==> src/rtl/cpu_mem_bridge_if.sv <==
// Bus bundle between the 8086-side requester, the bridge and the 8-bit memory controller port.
// slave is the bridge; master is whatever drives the CPU requests and answers the memory port.
interface cpu_mem_bridge_if;
  logic        cpu_req;
  logic [19:0] cpu_addr;
  logic        cpu_wide;
  logic        cpu_we;
  logic [15:0] cpu_wdata;
  logic [15:0] cpu_rdata;
  logic        cpu_busy;
  logic        cpu_done;
  logic        cpu_err;
  logic [25:0] mem_address;
  logic        mem_we;
  logic [7:0]  mem_wdata;
  logic [7:0]  mem_rdata;
  logic        mem_ready;

  modport slave (
    input  cpu_req, cpu_addr, cpu_wide, cpu_we, cpu_wdata, mem_rdata, mem_ready,
    output cpu_rdata, cpu_busy, cpu_done, cpu_err, mem_address, mem_we, mem_wdata
  );

  modport master (
    output cpu_req, cpu_addr, cpu_wide, cpu_we, cpu_wdata, mem_rdata, mem_ready,
    input  cpu_rdata, cpu_busy, cpu_done, cpu_err, mem_address, mem_we, mem_wdata
  );
endinterface

==> src/rtl/cpu_mem_bridge.sv <==
// Splits 8086 byte/word requests into byte transactions on the memory controller's 8-bit port,
// assembling read data little-endian and returning a one-cycle done (and error) pulse.
module cpu_mem_bridge #(
  parameter logic [25:0] MEM_BASE = 26'h0100000,
  parameter int unsigned SETTLE   = 2,
  parameter int unsigned TIMEOUT  = 1023
) (
  input  logic            i_clock_100_mhz,
  input  logic            i_reset,
  cpu_mem_bridge_if.slave bus
);

  typedef enum logic [2:0] {
    IDLE,
    LO_SETUP,
    LO_WAIT,
    HI_SETUP,
    HI_WAIT,
    DONE
  } state_t;

  localparam logic [9:0] SETTLE_LAST  = 10'(SETTLE - 1);
  localparam logic [9:0] TIMEOUT_LAST = 10'(TIMEOUT - 1);

  state_t      state;
  logic [19:0] addr_q;
  logic        wide_q;
  logic        we_q;
  logic [15:0] wdata_q;
  logic [9:0]  cnt;

  always_ff @(posedge i_clock_100_mhz) begin
    if (i_reset) begin
      state           <= IDLE;
      addr_q          <= '0;
      wide_q          <= 1'b0;
      we_q            <= 1'b0;
      wdata_q         <= '0;
      cnt             <= '0;
      bus.cpu_rdata   <= '0;
      bus.cpu_busy    <= 1'b0;
      bus.cpu_done    <= 1'b0;
      bus.cpu_err     <= 1'b0;
      bus.mem_address <= '0;
      bus.mem_we      <= 1'b0;
      bus.mem_wdata   <= '0;
    end else begin
      bus.cpu_done <= 1'b0;
      bus.cpu_err  <= 1'b0;
      case (state)
        IDLE: begin
          if (bus.cpu_req) begin
            addr_q          <= bus.cpu_addr;
            wide_q          <= bus.cpu_wide;
            we_q            <= bus.cpu_we;
            wdata_q         <= bus.cpu_wdata;
            bus.mem_address <= MEM_BASE + {6'b0, bus.cpu_addr};
            bus.mem_wdata   <= bus.cpu_wdata[7:0];
            bus.mem_we      <= bus.cpu_we;
            bus.cpu_busy    <= 1'b1;
            cnt             <= '0;
            state           <= LO_SETUP;
          end
        end

        LO_SETUP: begin
          if (cnt == SETTLE_LAST) begin
            cnt   <= '0;
            state <= LO_WAIT;
          end else begin
            cnt <= cnt + 10'd1;
          end
        end

        // mem_we is low for the first high-byte setup cycle so the controller
        // sees a fresh write strobe between the two bytes of a word write.
        HI_SETUP: begin
          if (cnt == '0) bus.mem_we <= we_q;
          if (cnt == SETTLE_LAST) begin
            cnt   <= '0;
            state <= HI_WAIT;
          end else begin
            cnt <= cnt + 10'd1;
          end
        end

        LO_WAIT: begin
          if (bus.mem_ready) begin
            bus.mem_we <= 1'b0;
            if (!we_q) bus.cpu_rdata <= {(wide_q ? bus.cpu_rdata[15:8] : 8'h00), bus.mem_rdata};
            if (wide_q) begin
              bus.mem_address <= MEM_BASE + {6'b0, addr_q + 20'd1};
              bus.mem_wdata   <= wdata_q[15:8];
              cnt             <= '0;
              state           <= HI_SETUP;
            end else begin
              bus.cpu_done <= 1'b1;
              state        <= DONE;
            end
          end else if (cnt == TIMEOUT_LAST) begin
            bus.mem_we   <= 1'b0;
            if (!we_q) bus.cpu_rdata <= wide_q ? 16'hFFFF : 16'h00FF;
            bus.cpu_done <= 1'b1;
            bus.cpu_err  <= 1'b1;
            state        <= DONE;
          end else begin
            cnt <= cnt + 10'd1;
          end
        end

        HI_WAIT: begin
          if (bus.mem_ready) begin
            bus.mem_we   <= 1'b0;
            if (!we_q) bus.cpu_rdata <= {bus.mem_rdata, bus.cpu_rdata[7:0]};
            bus.cpu_done <= 1'b1;
            state        <= DONE;
          end else if (cnt == TIMEOUT_LAST) begin
            bus.mem_we   <= 1'b0;
            if (!we_q) bus.cpu_rdata <= {8'hFF, bus.cpu_rdata[7:0]};
            bus.cpu_done <= 1'b1;
            bus.cpu_err  <= 1'b1;
            state        <= DONE;
          end else begin
            cnt <= cnt + 10'd1;
          end
        end

        DONE: begin
          bus.cpu_busy <= 1'b0;
          state        <= IDLE;
        end

        default: begin
          bus.cpu_busy <= 1'b0;
          bus.mem_we   <= 1'b0;
          state        <= IDLE;
        end
      endcase
    end
  end

endmodule

==> src/flat_wrapper.sv <==
// flat-port wrapper written by rule: the top's interface ports become plain ports
module cpu_mem_bridge_flat 
#(
  parameter logic [25:0] MEM_BASE = 26'h0100000,
  parameter int unsigned SETTLE   = 2,
  parameter int unsigned TIMEOUT  = 1023
)
  (i_clock_100_mhz, i_reset, bus_cpu_req, bus_cpu_addr, bus_cpu_wide, bus_cpu_we, bus_cpu_wdata, bus_mem_rdata, bus_mem_ready, bus_cpu_rdata, bus_cpu_busy, bus_cpu_done, bus_cpu_err, bus_mem_address, bus_mem_we, bus_mem_wdata);
  cpu_mem_bridge_if bus_i ();
  input  logic i_clock_100_mhz;
  input  logic i_reset;
  input wire logic [$bits(bus_i.cpu_req)-1:0] bus_cpu_req;
  input wire logic [$bits(bus_i.cpu_addr)-1:0] bus_cpu_addr;
  input wire logic [$bits(bus_i.cpu_wide)-1:0] bus_cpu_wide;
  input wire logic [$bits(bus_i.cpu_we)-1:0] bus_cpu_we;
  input wire logic [$bits(bus_i.cpu_wdata)-1:0] bus_cpu_wdata;
  input wire logic [$bits(bus_i.mem_rdata)-1:0] bus_mem_rdata;
  input wire logic [$bits(bus_i.mem_ready)-1:0] bus_mem_ready;
  output wire logic [$bits(bus_i.cpu_rdata)-1:0] bus_cpu_rdata;
  output wire logic [$bits(bus_i.cpu_busy)-1:0] bus_cpu_busy;
  output wire logic [$bits(bus_i.cpu_done)-1:0] bus_cpu_done;
  output wire logic [$bits(bus_i.cpu_err)-1:0] bus_cpu_err;
  output wire logic [$bits(bus_i.mem_address)-1:0] bus_mem_address;
  output wire logic [$bits(bus_i.mem_we)-1:0] bus_mem_we;
  output wire logic [$bits(bus_i.mem_wdata)-1:0] bus_mem_wdata;
  assign bus_i.cpu_req = bus_cpu_req;
  assign bus_i.cpu_addr = bus_cpu_addr;
  assign bus_i.cpu_wide = bus_cpu_wide;
  assign bus_i.cpu_we = bus_cpu_we;
  assign bus_i.cpu_wdata = bus_cpu_wdata;
  assign bus_i.mem_rdata = bus_mem_rdata;
  assign bus_i.mem_ready = bus_mem_ready;
  assign bus_cpu_rdata = bus_i.cpu_rdata;
  assign bus_cpu_busy = bus_i.cpu_busy;
  assign bus_cpu_done = bus_i.cpu_done;
  assign bus_cpu_err = bus_i.cpu_err;
  assign bus_mem_address = bus_i.mem_address;
  assign bus_mem_we = bus_i.mem_we;
  assign bus_mem_wdata = bus_i.mem_wdata;
  cpu_mem_bridge #(.MEM_BASE(MEM_BASE), .SETTLE(SETTLE), .TIMEOUT(TIMEOUT)) u_core (.i_clock_100_mhz(i_clock_100_mhz), .i_reset(i_reset), .bus(bus_i));
endmodule
==> config.mk <==
export PLATFORM = sky130hd
export DESIGN_NAME = cpu_mem_bridge_flat
export DESIGN_NICKNAME = d
export VERILOG_FILES = /design/src/rtl/cpu_mem_bridge_if.sv /design/src/rtl/cpu_mem_bridge.sv /design/src/flat_wrapper.sv
export SDC_FILE = /design/constraint.sdc
export NUM_CORES = 1
export LEC_CHECK = 0
export BUFFER_PORTS_ARGS = -buffer_cell sky130_fd_sc_hd__buf_4
export CORE_UTILIZATION = 50
export DETAILED_ROUTE_END_ITERATION = 8
export GPL_TIMING_DRIVEN = 0
export HOLD_SLACK_MARGIN = 0.15
export PLACE_DENSITY = 0.75
export SETUP_SLACK_MARGIN = 0.4
export SLEW_MARGIN = 0
export SYNTH_ARGS = -nofsm -noshare
export SYNTH_HDL_FRONTEND = slang
export SYNTH_SLANG_ARGS = --single-unit
==> constraint.sdc <==
create_clock -name i_clock_100_mhz -period 5.1 [get_ports i_clock_100_mhz]
set_input_delay 0.51 -clock i_clock_100_mhz [delete_from_list [all_inputs] [get_ports i_clock_100_mhz]]
set_output_delay 0.51 -clock i_clock_100_mhz [all_outputs]
set_load 0.01 [all_outputs]
# Word-level counts from Yosys, hierarchy flattened
# Cells that the tools add are included.
# classes
n_addsub	4
n_eq_ne	21
muxes	46
n_bitwise	5
reduce_logical	19
# op_table
cell	count
2-to-1 mux 16 bit	9
2-to-1 mux 26 bit	3
2-to-1 mux 10 bit	6
one-hot mux 26 bit (2 select lines)	1
adder 21 x 20 -> 22 bit, first input constant	2
one-hot mux 10 bit (4 select lines)	1
2-to-1 mux 8 bit	4
one-hot mux 16 bit (2 select lines)	1
2-to-1 mux 3 bit	7
adder 20 x 1 -> 20 bit, second input constant	1
one-hot mux 8 bit (2 select lines)	1
AND reduction 4 bit	4
one-hot mux 3 bit (5 select lines)	1
adder 10 x 1 -> 10 bit, second input constant	1
== test 10 x 1 -> 1 bit, second input constant	1
== test 10 bit, second input constant	1
zero test 10 bit	1
!= test 2 bit, second input constant	5
2-to-1 mux 1 bit	9
!= test 3 x 2 -> 1 bit, second input constant	3
!= test 2 x 1 -> 1 bit, second input constant	4
== test 3 x 2 -> 1 bit, second input constant	2
== test 3 bit, second input constant	2
AND reduction 6 bit	1
other kinds (14)	24
# word_totals
register_bits	105
inputBits	50
output_inout_bits	54
elab_cells	109

# Depth between registers and ports, before layout
# Gate-level depths: netlist of run 1.
# depth
word_depth	5
mapped_depth	9
mapped_depth_nobuf	7

# Worst setup path before layout of run 1
# OpenSTA, ideal clock, no wires.
# synth_timing
kind	flip-flop to flip-flop
from	reg u_core.cnt[0]
to	reg u_core.bus.cpu_rdata[13]
setup_ns	0.070
arrival_ns	2.122
required_ns	5.030
path_slack_ns	2.908
path_stages_with_launch	10
n_path_buf	2
period_less_slack_ns	2.192
cell_sequence	dfxtp_1 > inv_1 > ha_1 > and4_4 > a31oi_4 > or4_4 > buf_6 > buf_8 > or3_1 > a21oi_1
# synth_between
elab_chain_len	3
elab_cells_between_ends	4
cone_classes	eq/ne: 3; reduce/logical: 1
# synth_lines
item	line	source
start: declaration	cpu_mem_bridge.sv:30	logic [9:0] cnt;
start signal: assignment	cpu_mem_bridge.sv:71	cnt <= cnt + 10'd1;
start signal: assignment	cpu_mem_bridge.sv:83	cnt <= cnt + 10'd1;
start signal: assignment	cpu_mem_bridge.sv:107	cnt <= cnt + 10'd1;
== test 10 bit *	cpu_mem_bridge.sv:100, cpu_mem_bridge.sv:117	
!= test 3 x 2 -> 1 bit (no line)	--	
AND reduction 6 bit (no line) *	--	
end signal: assignment	cpu_mem_bridge.sv:102	if (!we_q) bus.cpu_rdata <= wide_q ? 16'hFFFF : 16'h00FF;
end signal: assignment	cpu_mem_bridge.sv:114	if (!we_q) bus.cpu_rdata <= {bus.mem_rdata, bus.cpu_rdata[7:0]};
end signal: assignment	cpu_mem_bridge.sv:119	if (!we_q) bus.cpu_rdata <= {8'hFF, bus.cpu_rdata[7:0]};
end: declaration	cpu_mem_bridge_if.sv:21	output cpu_rdata, cpu_busy, cpu_done, cpu_err, mem_address, mem_we, mem_wdata
# Every way passes the cells marked *; elsewhere a longest branch is shown, timed or not.
# A chain may end at the register's enable or synchronous reset.

# Worst setup path in the final report of run 1
# layout_timing
from	reg u_core.state[2]
to	reg u_core.bus.cpu_rdata[6]
# layout_between
elab_chain_len	3
elab_cells_between_ends	5
cone_classes	eq/ne: 2; mux: 1; bitwise: 1; reduce/logical: 1
# layout_lines
item	line	source
start: declaration	cpu_mem_bridge.sv:25	state_t state;
start signal: assignment	cpu_mem_bridge.sv:34	state <= IDLE;
start signal: assignment	cpu_mem_bridge.sv:62	state <= LO_SETUP;
start signal: assignment	cpu_mem_bridge.sv:69	state <= LO_WAIT;
== test 3 bit	cpu_mem_bridge.sv:50	case (state)
NOT 1 bit (no line)	--	
AND reduction 4 bit (no line)	--	
end signal: assignment	cpu_mem_bridge.sv:90	if (!we_q) bus.cpu_rdata <= {(wide_q ? bus.cpu_rdata[15:8] : 8'h00), bus.mem_rdata};
end signal: assignment	cpu_mem_bridge.sv:102	
end signal: assignment	cpu_mem_bridge.sv:114	
# Several ways; a longest one is shown, not always the timed one.

==> results of run 1 <==
logic make-up (layout without fill, tap and decap cells):
family / after synthesis / after routing / synth area share [%]
compound gates: 139 / 139 / 20.21
xor+xnor: 19 / 19 / 3.802
fa+ha+maj: 6 / 6 / 1.658
buf+inv: 49 / 160 / 5.460
flops: 92 / 92 / 42.08
mux: 1 / 1 / 0.2573
other cells: 1 / 5 / 0.08568
simple gates: 256 / 256 / 26.44
cell usage in the layout, fill, tap and decap left out, types with 3 or more instances in the layout:
master	Yosys	layout
a21oi_1	63	63
nand2_1	118	118
a311oi_1	9	9
clkinvlp_4	0	3
and3_1	8	8
o22ai_1	5	5
clkbuf_8	0	10
or3_1	10	10
xor2_1	9	9
a211o_1	4	4
o21ai_0	17	17
nor2_1	58	58
inv_1	5	5
conb_1	1	5
ha_1	5	5
nor2b_1	4	4
buf_6	3	3
and4_1	5	5
nor3_1	14	14
buf_4	5	101
a31oi_1	3	3
clkbuf_1	31	31
nand3_1	18	18
a22oi_1	7	7
dfxtp_1	92	92
xnor2_1	10	10
nand4_1	6	6
a211oi_1	13	13
nor4_1	4	4
layer usage:
layer	vias up	share of wire (%)	GRT usage (%)	routed length, um
met5	-	0	0	0
met4	0	1.3	7.463	162
met3	17	7.8	5.104	956
met2	181	45	44.11	5497
met1	2049	46	37.23	5574
li1	2190	-	-	-
registers in the layout (all words and copies together), names as in the netlist:
| register | cells |
|---|---|
| u_core.bus.cpu_busy | 1 |
| u_core.cnt | 10 |
| u_core.wdata_q | 8 |
| u_core.bus.cpu_err | 1 |
| u_core.wide_q | 1 |
| u_core.state | 3 |
| u_core.bus.mem_wdata | 8 |
| u_core.bus.mem_address | 21 |
| u_core.bus.cpu_rdata | 16 |
| u_core.bus.cpu_done | 1 |
| u_core.addr_q | 20 |
| u_core.bus.mem_we | 1 |
| u_core.we_q | 1 |
per-stage QoR:
stage	cell area (um2)	hold WS [ps]	instances
2_1_floorplan	4392	436.6	567
3_3_place_gp	5244	438.9	768
3_5_place_dp	5244	445.1	768
4_1_cts	5443	392.0	783
5_1_grt	5443	394.8	783
6_report	5443	395.2	783
area by class of cell:
| type | instances | area [um2] |
|---|---|---|
| sequential | 92 | 1842 |
| multi-input combinational | 426 | 2311 |
| clock buffer | 10 | 137.6 |
| tap | 105 | 131.4 |
| timing repair buffer | 96 | 720.7 |
| clock inverter | 5 | 61.31 |
| inverter | 6 | 22.52 |
| fill | 770 | 2898 |
| buffer | 43 | 216.5 |
path summary, 6_finish.rpt:
path,startpoint,to,slack (ps)
min reg2reg,u_core.bus.cpu_rdata[10],u_core.bus.cpu_rdata[10],450
max,u_core.state[2],u_core.bus.cpu_rdata[6],2420
max reg2reg,u_core.state[2],u_core.bus.cpu_rdata[6],2420
min,bus_cpu_wdata[12],u_core.wdata_q[12],400
worst max-delay path, stage by stage, from the launching register on:
cell and delay (ps):
dfxtp_1 310, clkbuf_1 200, nor2_1 270, nand2_1 290, nor3_1 780, clkbuf_1 430
nor2_1 90, a211oi_1 210
where the power goes:
part,internal (mW),switching (mW),total (mW)
clock,0.239,0.262,0.501
sequential,0.768,0.0394,0.807
combinational,0.134,0.192,0.327
Yosys cell counts (all sizes together) (2+ instances only):
cell	instances
a311oi	9
xnor2	10
o21a	2
or4	2
and2	2
inv	5
nor4	4
nor2b	4
ha	5
nand2	118
a211oi	13
o41ai	2
nand3	18
o22ai	5
nor2	58
xor2	9
a32oi	2
buf	12
and3	9
o21ai	17
nand4	6
a211o	4
or3	10
and4	6
nor3	14
a31oi	4
dfxtp	92
clkbuf	31
nor3b	2
a22oi	7
o211ai	2
a21oi	63
==> impl_metrics.env, run 1 <==
export IMPL_status="complete, no violations"
export IMPL_yosysWarnings=0
export IMPL_area_delta_synth_final_pct=24.36
export IMPL_required_ps=5360
export IMPL_drt_iter0_drc=216
export IMPL_rsz0062_at_grt="false"
export IMPL_core_area_um2=8341
export IMPL_cts_buffers=9
export IMPL_nets=729
export IMPL_ys_seq_area_share_pct=42.08
export IMPL_numPortBuffers=96
export IMPL_rows=33
export IMPL_yosysTopAreaCellShare_pct=42.08
export IMPL_grt_pass1_wl_um=19220
export IMPL_hold_buffers=0
export IMPL_finalHoldViolCount=0
export IMPL_reg2reg_depth=7
export IMPL_worst_pin_slew_ps=1135
export IMPL_synthArstFlopShare_pct=0
export IMPL_grt_max_degree=16
export IMPL_antenna_found_initial=0
export IMPL_cts_resized=0
export IMPL_die_h_um=95.56
export IMPL_dp_hpwl_um=8962
export IMPL_critPathLaunchType="register"
export IMPL_pre_cts_ws_ps=2511
export IMPL_first_pass_iters=5
export IMPL_path_class="reg2reg"
export IMPL_synth_seq_cells=92
export IMPL_setup_viol=0
export IMPL_fmax_mhz=373.8
export IMPL_clock_path_buffers=2
export IMPL_gp_congestion=0.9252
export IMPL_synthTopCellsByArea="dfxtp_1 42%, nand2_1 10%, a21oi_1 7.2%"
export IMPL_synth_edff_count=0
export IMPL_synthFlopType="dfxtp_1"
export IMPL_skew_ps=13.44
export IMPL_die_x_um=95.56
export IMPL_drc=0
export IMPL_antenna_cells=0
export IMPL_critPathMaxFanout=10
export IMPL_power_mw=1.635
export IMPL_clock_sinks=92
export IMPL_drtAntennaViolNets=0
export IMPL_syn_cell_area_um2=4377
export IMPL_end_kind="register"
export IMPL_fin_crit_ps=2675
export IMPL_via_per_inst=5.667
export IMPL_syn_inst=563
export IMPL_h_tree_depth=3
export IMPL_cts_tree="done"
export IMPL_synth_distinct_cells=57
export IMPL_drv_slew=0
export IMPL_maxCapViolations=0
export IMPL_arrival_ps=2940
export IMPL_min_period_over_period_pct=52.46
export IMPL_num_io_pins=104
export IMPL_wl_per_cell_um=15.57
export IMPL_fin_ws_ps=2425
export IMPL_finalSetupTns_ps=0
export IMPL_grt_overflow=0
export IMPL_synth_top_cell_by_area="dfxtp_1"
export IMPL_p_leak_nw=2.114
export IMPL_clock_latency_ps=360
export IMPL_drive_gt1_share_pct=18.88
export IMPL_post_cts_buffers=0
export IMPL_start_util_pct=52.48
export IMPL_totalWireLength_um=12190
export IMPL_clockRootBuffer="clkbuf_8"
export IMPL_whs_path_depth=3
export IMPL_slew_headroom_pct=23.16
export IMPL_first_global_vias=3950
export IMPL_clk_pin_slew_ps=100
export IMPL_fin_util_pct=65.26
export IMPL_max_vdd_ir_drop_uv=170.8
export IMPL_vias=4437
export IMPL_p_per_area_nw_per_um2=300.4
export IMPL_avgSynthCellArea_um2=7.774
export IMPL_design_die_area_um2=9132
export IMPL_grt_use_total_pct=27.30
export IMPL_holdCritPathClass="in2reg"
No activity file was read; power rests on OpenSTA's default activity.
==> run 2, diff against run 1 <==
--- a/config.mk
+++ b/config.mk
@@ -5,12 +5,13 @@
 export SDC_FILE = /design/constraint.sdc
 export NUM_CORES = 1
 export LEC_CHECK = 0
+export ABC_AREA = 1
 export BUFFER_PORTS_ARGS = -buffer_cell sky130_fd_sc_hd__buf_4
-export CORE_UTILIZATION = 50
+export CORE_UTILIZATION = 49
 export DETAILED_ROUTE_END_ITERATION = 8
 export GPL_TIMING_DRIVEN = 0
 export HOLD_SLACK_MARGIN = 0.15
-export PLACE_DENSITY = 0.75
+export PLACE_DENSITY = 0.76
 export SETUP_SLACK_MARGIN = 0.4
 export SLEW_MARGIN = 0
 export SYNTH_ARGS = -nofsm -noshare
==> constraint.sdc (replaced) <==
create_clock -name i_clock_100_mhz -period 2.4 [get_ports i_clock_100_mhz]
set_input_delay 0.24 -clock i_clock_100_mhz [delete_from_list [all_inputs] [get_ports i_clock_100_mhz]]
set_output_delay 0.24 -clock i_clock_100_mhz [all_outputs]
set_load 0.01 [all_outputs]
==> impl_metrics.env, run 2 <==
export IMPL_status="complete, no violations"
export IMPL_yosysTopAreaCellShare_pct=39.21
export IMPL_intPower_mw=3.024
export IMPL_core_area_um2=9284
export IMPL_pre_cts_ws_ps=499.3
export IMPL_vias=5045
export IMPL_rr_endpoint="u_core.bus.mem_address[12]"
export IMPL_drv_slew=0
export IMPL_worst_pin_slew_ps=786.9
export IMPL_die_x_um=99.91
export IMPL_yosysMostFrequentCell="nand2_1"
export IMPL_yosysWarnings=0
export IMPL_drtAntennaViolNets=0
export IMPL_rsz0062_at_grt="false"
export IMPL_via_per_inst=5.294
export IMPL_synth_compound_area_share_pct=18.67
export IMPL_first_pass_iters=5
export IMPL_p_comb_share_pct=40.8
export IMPL_reg2reg_depth=7
export IMPL_grt_use_total_pct=28.37
export IMPL_fin_ws_ps=576.1
export IMPL_clockRootBuffer="clkbuf_8"
export IMPL_dp_hpwl_um=10150
export IMPL_synth_top_cell_by_area="dfxtp_1"
export IMPL_nets=874
export IMPL_synth_area_mux_share_pct=0
export IMPL_grt_overflow=0
export IMPL_skew_ps=10.63
export IMPL_min_from="bus_cpu_wdata[10]"
export IMPL_final_common_cell="nand2_1"
export IMPL_holdCritPathClass="in2reg"
export IMPL_slew_headroom_pct=47.14
export IMPL_p_leak_nw=2.515
export IMPL_synth_top_family_by_area="simple AND/OR/NAND/NOR gates"
export IMPL_critPathMaxFanout=5
export IMPL_regToRegStartpoint="u_core.addr_q[0]"
export IMPL_clock_path_buffers=2
export IMPL_rows=35
export IMPL_required_ps=2710
export IMPL_min_period_over_period_pct=76.00
export IMPL_drt_iter0_drc=301
export IMPL_finalHoldViolCount=0
export IMPL_setup_viol=0
export IMPL_fin_crit_ps=1824
export IMPL_drc=0
export IMPL_fmax_mhz=548.3
export IMPL_cpMostUsedCell="nand3_1"
export IMPL_post_cts_buffers=0
export IMPL_wl_per_cell_um=14.70
export IMPL_maxCapViolations=0
export IMPL_slowest_delay_ps=440
export IMPL_synthXorXnorAreaFrac_pct=0.9323
export IMPL_antenna_found_initial=0
export IMPL_fin_util_pct=64.18
export IMPL_timing_hold_ws_ps=154.3
export IMPL_syn_cell_area_um2=4697
export IMPL_synthArstFlopShare_pct=0
export IMPL_crit_chain="ha_1 > nand3_1 > nor2_1 > nand3_1 > o21ai_0 > nand3_1 > a21oi_1"
export IMPL_grt_pass1_wl_um=22290
export IMPL_switching_power_mw=2.158
export IMPL_pwr_share_clk_pct=18.8
export IMPL_p_per_area_nw_per_um2=869.8
export IMPL_largest_reg_flops=21
export IMPL_finalSetupTns_ps=0
export IMPL_dp_cells=919
export IMPL_pwr_share_seq_pct=40.4
export IMPL_min_to="u_core.wdata_q[10]"
export IMPL_max_vdd_ir_drop_uv=503.0
export IMPL_syn_inst=689
export IMPL_path_class="reg2reg"
export IMPL_num_io_pins=104
export IMPL_arrival_ps=2140
export IMPL_cts_tree="done"
export IMPL_yosys_top_cells_count="141 x nand2_1, 92 x dfxtp_1, 83 x a21oi_1, 71 x nor2_1"
export IMPL_largestRegisters="u_core.bus.mem_address (21), u_core.addr_q (20), u_core.bus.cpu_rdata (16)"
export IMPL_clock_sinks=92
export IMPL_whs_path_depth=3
export IMPL_synth_distinct_cells=38
export IMPL_synth_fa_ha_area_share_pct=1.332
export IMPL_cts_buffers=9
export IMPL_slowest_stage="dfxtp_1"
export IMPL_clk_pin_slew_ps=90
export IMPL_design_die_area_um2=9981
export IMPL_gp_congestion=0.9888
export IMPL_area_delta_synth_final_pct=26.85
export IMPL_top_register="u_core.bus.mem_address"
export IMPL_first_global_vias=4704
export IMPL_clock_latency_ps=380
export IMPL_numPortBuffers=97
export IMPL_synth_seq_cells=92
export IMPL_antenna_cells=0
export IMPL_synth_edff_count=0
export IMPL_h_tree_depth=3
export IMPL_die_h_um=99.91
export IMPL_start_util_pct=50.59
export IMPL_avgSynthCellArea_um2=6.817
export IMPL_final_cell_mix="140 x nand2_1, 104 x buf_4, 92 x dfxtp_1, 83 x a21oi_1, 71 x nor2_1"
export IMPL_end_kind="register"
export IMPL_ys_seq_area_share_pct=39.21
export IMPL_instances_no_fill=953
export IMPL_totalWireLength_um=14010
export IMPL_reg2reg_slack_ps=580
export IMPL_synth_simple_gate_area_share_pct=29.73
export IMPL_drive_gt1_share_pct=18.45
export IMPL_critPathLaunchType="register"
export IMPL_grt_max_degree=17
export IMPL_p_sw_share_pct=41.64
export IMPL_synthTopCellsByArea="dfxtp_1 39%, nand2_1 11%, a21oi_1 8.8%"
export IMPL_synthFlopType="dfxtp_1"
[run 2: routing by layer]
| metal | wire [um] | global-route usage, % | vias to the layer above |
|---|---|---|---|
| met2 | 6663 | 48.49 | 206 |
| met3 | 1059 | 4.805 | 34 |
| met5 | 0 | 0 | - |
| met4 | 363 | 11.43 | 0 |
| met1 | 5921 | 35.51 | 2289 |
| li1 | - | - | 2516 |
[run 2: layout make-up]
| class | count | area, um2 |
|---|---|---|
| Sequential cell | 92 | 1842 |
| Fill cell | 856 | 3326 |
| Tap cell | 129 | 161.4 |
| Buffer | 37 | 193.9 |
| Clock buffer | 10 | 127.6 |
| Multi-Input combinational cell | 490 | 2401 |
| Inverter | 74 | 277.8 |
| Timing Repair Buffer | 115 | 908.4 |
| Clock inverter | 6 | 46.29 |
[run 2: worst max-delay path by stage]
stage / end / start
3_5_place_dp: u_core.cnt[3] / u_core.cnt[1]
6_report: u_core.bus.mem_address[12] / u_core.addr_q[0]
5_1_grt: u_core.cnt[5] / u_core.cnt[0]
3_3_place_gp: u_core.cnt[3] / u_core.cnt[1]
2_1_floorplan: u_core.cnt[3] / u_core.cnt[1]
4_1_cts: u_core.cnt[3] / u_core.cnt[1]
[run 2: stage by stage]
stage                     power (mW)  cell area [um2]
after floorplan                3.397             4712
after global placement         4.120             5602
after detailed placement       4.176             5602
after CTS                      5.172             5956
after global routing           5.496             5958
final                          5.182             5958
[run 2: power by group through the flow]
stage / clock network [mW] / registers, mW / logic [mW]
after floorplan: 0 / 2.15 / 1.25
after global placement: 0 / 2.11 / 2.01
after detailed placement: 0 / 2.12 / 2.06
after CTS: 0.992 / 2.09 / 2.09
after global routing: 1.04 / 2.13 / 2.33
final: 0.974 / 2.09 / 2.11
[run 2: repair_timing]
| item | 4_1_cts | 5_1_grt |
|---|---|---|
| hold buffers | 18 | 0 |
| gates resized for setup | 0 | 2 |
| setup endpoints to repair | 0 | 5 |
| hold endpoints to repair | 18 | 0 |
[run 2: cell families after synthesis]
logic type	count (synthesis)
AO/OA/AOI/OAI	170
adder cells (fa/ha/maj)	5
other	1
flip-flops	92
AND/OR/NAND/NOR	305
XOR/XNOR	5
buffers and inverters	111
[run 2: worst max-delay path: cells and delay by family, from the launching register on]
| kind | cells | cell delay, ps |
|---|---|---|
| flops | 1 | 440 |
| fa+ha+maj | 1 | 330 |
| compound gates | 2 | 340 |
| simple gates | 4 | 660 |
==> run 3, diff against run 2 <==
--- a/config.mk
+++ b/config.mk
@@ -5,13 +5,13 @@
 export SDC_FILE = /design/constraint.sdc
 export NUM_CORES = 1
 export LEC_CHECK = 0
-export ABC_AREA = 1
+export ABC_AREA = 0
 export BUFFER_PORTS_ARGS = -buffer_cell sky130_fd_sc_hd__buf_4
-export CORE_UTILIZATION = 49
+export CORE_UTILIZATION = 50
 export DETAILED_ROUTE_END_ITERATION = 8
 export GPL_TIMING_DRIVEN = 0
 export HOLD_SLACK_MARGIN = 0.15
-export PLACE_DENSITY = 0.76
+export PLACE_DENSITY = 0.75
 export SETUP_SLACK_MARGIN = 0.4
 export SLEW_MARGIN = 0
 export SYNTH_ARGS = -nofsm -noshare
==> constraint.sdc (replaced) <==
create_clock -name i_clock_100_mhz -period 1.9 [get_ports i_clock_100_mhz]
set_input_delay 0.19 -clock i_clock_100_mhz [delete_from_list [all_inputs] [get_ports i_clock_100_mhz]]
set_output_delay 0.19 -clock i_clock_100_mhz [all_outputs]
set_load 0.01 [all_outputs]
==> impl_metrics.env, run 3 (synthesized netlist as in run 1, its figures left out) <==
export IMPL_status="finished with violations"
export IMPL_violations="negative setup slack"
export IMPL_largest_reg_flops=21
export IMPL_clk_pin_slew_ps=90
export IMPL_start_util_pct=52.48
export IMPL_use_met2_pct=51.61
export IMPL_drtAntennaViolNets=0
export IMPL_post_dp_cell_area_um2=5299
export IMPL_clock_path_buffers=2
export IMPL_pwr_share_clk_pct=30.3
export IMPL_vias=5549
export IMPL_die_x_um=95.56
export IMPL_totalWireLength_um=18490
export IMPL_clock_latency_ps=370
export IMPL_p_leak_nw=2.896
export IMPL_fin_util_pct=87.52
export IMPL_slowest_delay_ps=510
export IMPL_switching_power_mw=1.713
export IMPL_end_kind="register"
export IMPL_busiest_layer="met2"
export IMPL_dp_hpwl_um=9044
export IMPL_wl_per_cell_um=21.48
export IMPL_fin_crit_ps=2324
export IMPL_instances_no_fill=861
export IMPL_crit_family="simple AND/OR/NAND/NOR gates"
export IMPL_top_register="u_core.bus.mem_address"
export IMPL_grt_met1_usage_pct=38.89
export IMPL_final_common_cell="buf_4"
export IMPL_area_delta_synth_final_pct=66.78
export IMPL_rsz0062_at_grt="true"
export IMPL_clockRootBuffer="clkbuf_8"
export IMPL_fin_ws_ps=-423.8
export IMPL_grt_use_total_pct=30.41
export IMPL_design_die_area_um2=9132
export IMPL_required_ps=2190
export IMPL_critical_path_startpoint="u_core.cnt[0]"
export IMPL_die_h_um=95.56
export IMPL_skew_ps=13.35
export IMPL_intPower_mw=3.668
export IMPL_critPathLaunchType="register"
export IMPL_power_mw=5.381
export IMPL_maxCapViolations=0
export IMPL_antenna_cells=0
export IMPL_first_pass_iters=6
export IMPL_max_vdd_ir_drop_uv=503.6
export IMPL_gp_congestion=0.9365
export IMPL_pwr_share_seq_pct=41.1
export IMPL_grt_pass1_wl_um=21580
export IMPL_timing_hold_ws_ps=165.5
export IMPL_grt_max_degree=16
export IMPL_min_period_over_period_pct=122.3
export IMPL_endpoint="u_core.bus.cpu_rdata[11]"
export IMPL_via_per_inst=6.445
export IMPL_path_depth=9
export IMPL_finalHoldViolCount=0
export IMPL_drv_slew=0
export IMPL_reg2reg_depth=9
export IMPL_antenna_found_initial=0
export IMPL_pre_cts_ws_ps=-770.2
export IMPL_num_io_pins=104
export IMPL_p_per_area_nw_per_um2=737.2
export IMPL_slowest_stage="or4_4"
export IMPL_grt_use_met3_pct=6.061
export IMPL_cts_tree="done"
export IMPL_path_class="reg2reg"
export IMPL_drc=0
export IMPL_cts_buffers=9
export IMPL_clock_sinks=92
export IMPL_dp_cells=768
export IMPL_stdcell_area_um2=7300
export IMPL_holdCritPathClass="in2reg"
export IMPL_reg2reg_slack_ps=-420
export IMPL_grt_overflow=0
export IMPL_core_area_um2=8341
export IMPL_p_comb_share_pct=28.6
export IMPL_drt_iter0_drc=672
export IMPL_crit_chain="inv_4 > ha_4 > and4_4 > a31oi_4 > or4_4 > buf_6 > buf_4 > or3_1 > a21oi_1"
export IMPL_drive_gt1_share_pct=43.52
export IMPL_fmax_mhz=430.3
export IMPL_critPathMaxFanout=3
export IMPL_h_tree_depth=3
export IMPL_rr_endpoint="u_core.bus.cpu_rdata[11]"
export IMPL_slew_headroom_pct=46.57
export IMPL_critPathBufInv=3
export IMPL_nets=807
export IMPL_p_sw_share_pct=31.83
export IMPL_final_cell_mix="124 x buf_4, 89 x nand2_1, 74 x dfxtp_1, 45 x a21oi_1, 39 x nor2_1"
export IMPL_rows=33
export IMPL_largestRegisters="u_core.bus.mem_address (21), u_core.addr_q (20), u_core.bus.cpu_rdata (16)"
export IMPL_regToRegStartpoint="u_core.cnt[0]"
export IMPL_worst_pin_slew_ps=801.4
export IMPL_first_global_vias=4561
export IMPL_finalSetupTns_ps=-3045
export IMPL_arrival_ps=2610
export IMPL_setup_viol=16
export IMPL_numPortBuffers=96
-- run 3: timing repair --
action	CTS	global route
resized for setup	84	209
hold endpoints to repair	44	0
pin swaps	16	62
buffers inserted	16	19
hold buffers	38	0
endpoints found under the setup margin	90	90
cloned	0	5
-- run 3: routing by layer --
layer / wire, um / vias up
li1: - / 2358
met1: 6810 / 2599
met2: 8692 / 464
met3: 1969 / 128
met4: 1021 / 0
met5: 0 / -
-- run 3: worst min-delay path, delay by kind of cell --
| family | cells | cell delay (ps) |
|---|---|---|
| AND/OR/NAND/NOR | 1 | 110 |
| AO/OA/AOI/OAI | 1 | 90 |
| buffers and inverters | 1 | 110 |
-- run 3: worst min path at each step --
| stage | depth (start not counted) | startpoint | end |
|---|---|---|---|
| final | 3 | bus_mem_rdata[3] | u_core.bus.cpu_rdata[3] |
| after floorplan | 2 | bus_cpu_wdata[10] | u_core.wdata_q[10] |
| after detailed placement | 2 | u_core.wdata_q[15] | u_core.wdata_q[15] |
| after global routing | 3 | bus_mem_rdata[3] | u_core.bus.cpu_rdata[3] |
| after global placement | 2 | u_core.wdata_q[8] | u_core.wdata_q[8] |
| after CTS | 3 | bus_mem_rdata[3] | u_core.bus.cpu_rdata[3] |
-- run 3: cell type report --
type / instances / area (um2)
clock buffer: 10 / 127.6
timing repair buffer: 173 / 1549
buffer: 43 / 430.4
sequential: 92 / 1884
tap: 105 / 131.4
fill: 367 / 1041
clock inverter: 5 / 110.1
multi-input combinational: 427 / 3042
inverter: 6 / 25.02
-- run 3: power groups by stage --
| stage | Clock, mW | Combinational, mW | Sequential [mW] |
|---|---|---|---|
| 6_report | 1.63 | 1.54 | 2.21 |
| 5_1_grt | 1.69 | 1.60 | 2.22 |
| 4_1_cts | 1.60 | 1.06 | 2.17 |
| 3_5_place_dp | 0 | 0.883 | 2.21 |
| 3_3_place_gp | 0 | 0.865 | 2.20 |
| 2_1_floorplan | 0 | 0.502 | 2.22 |
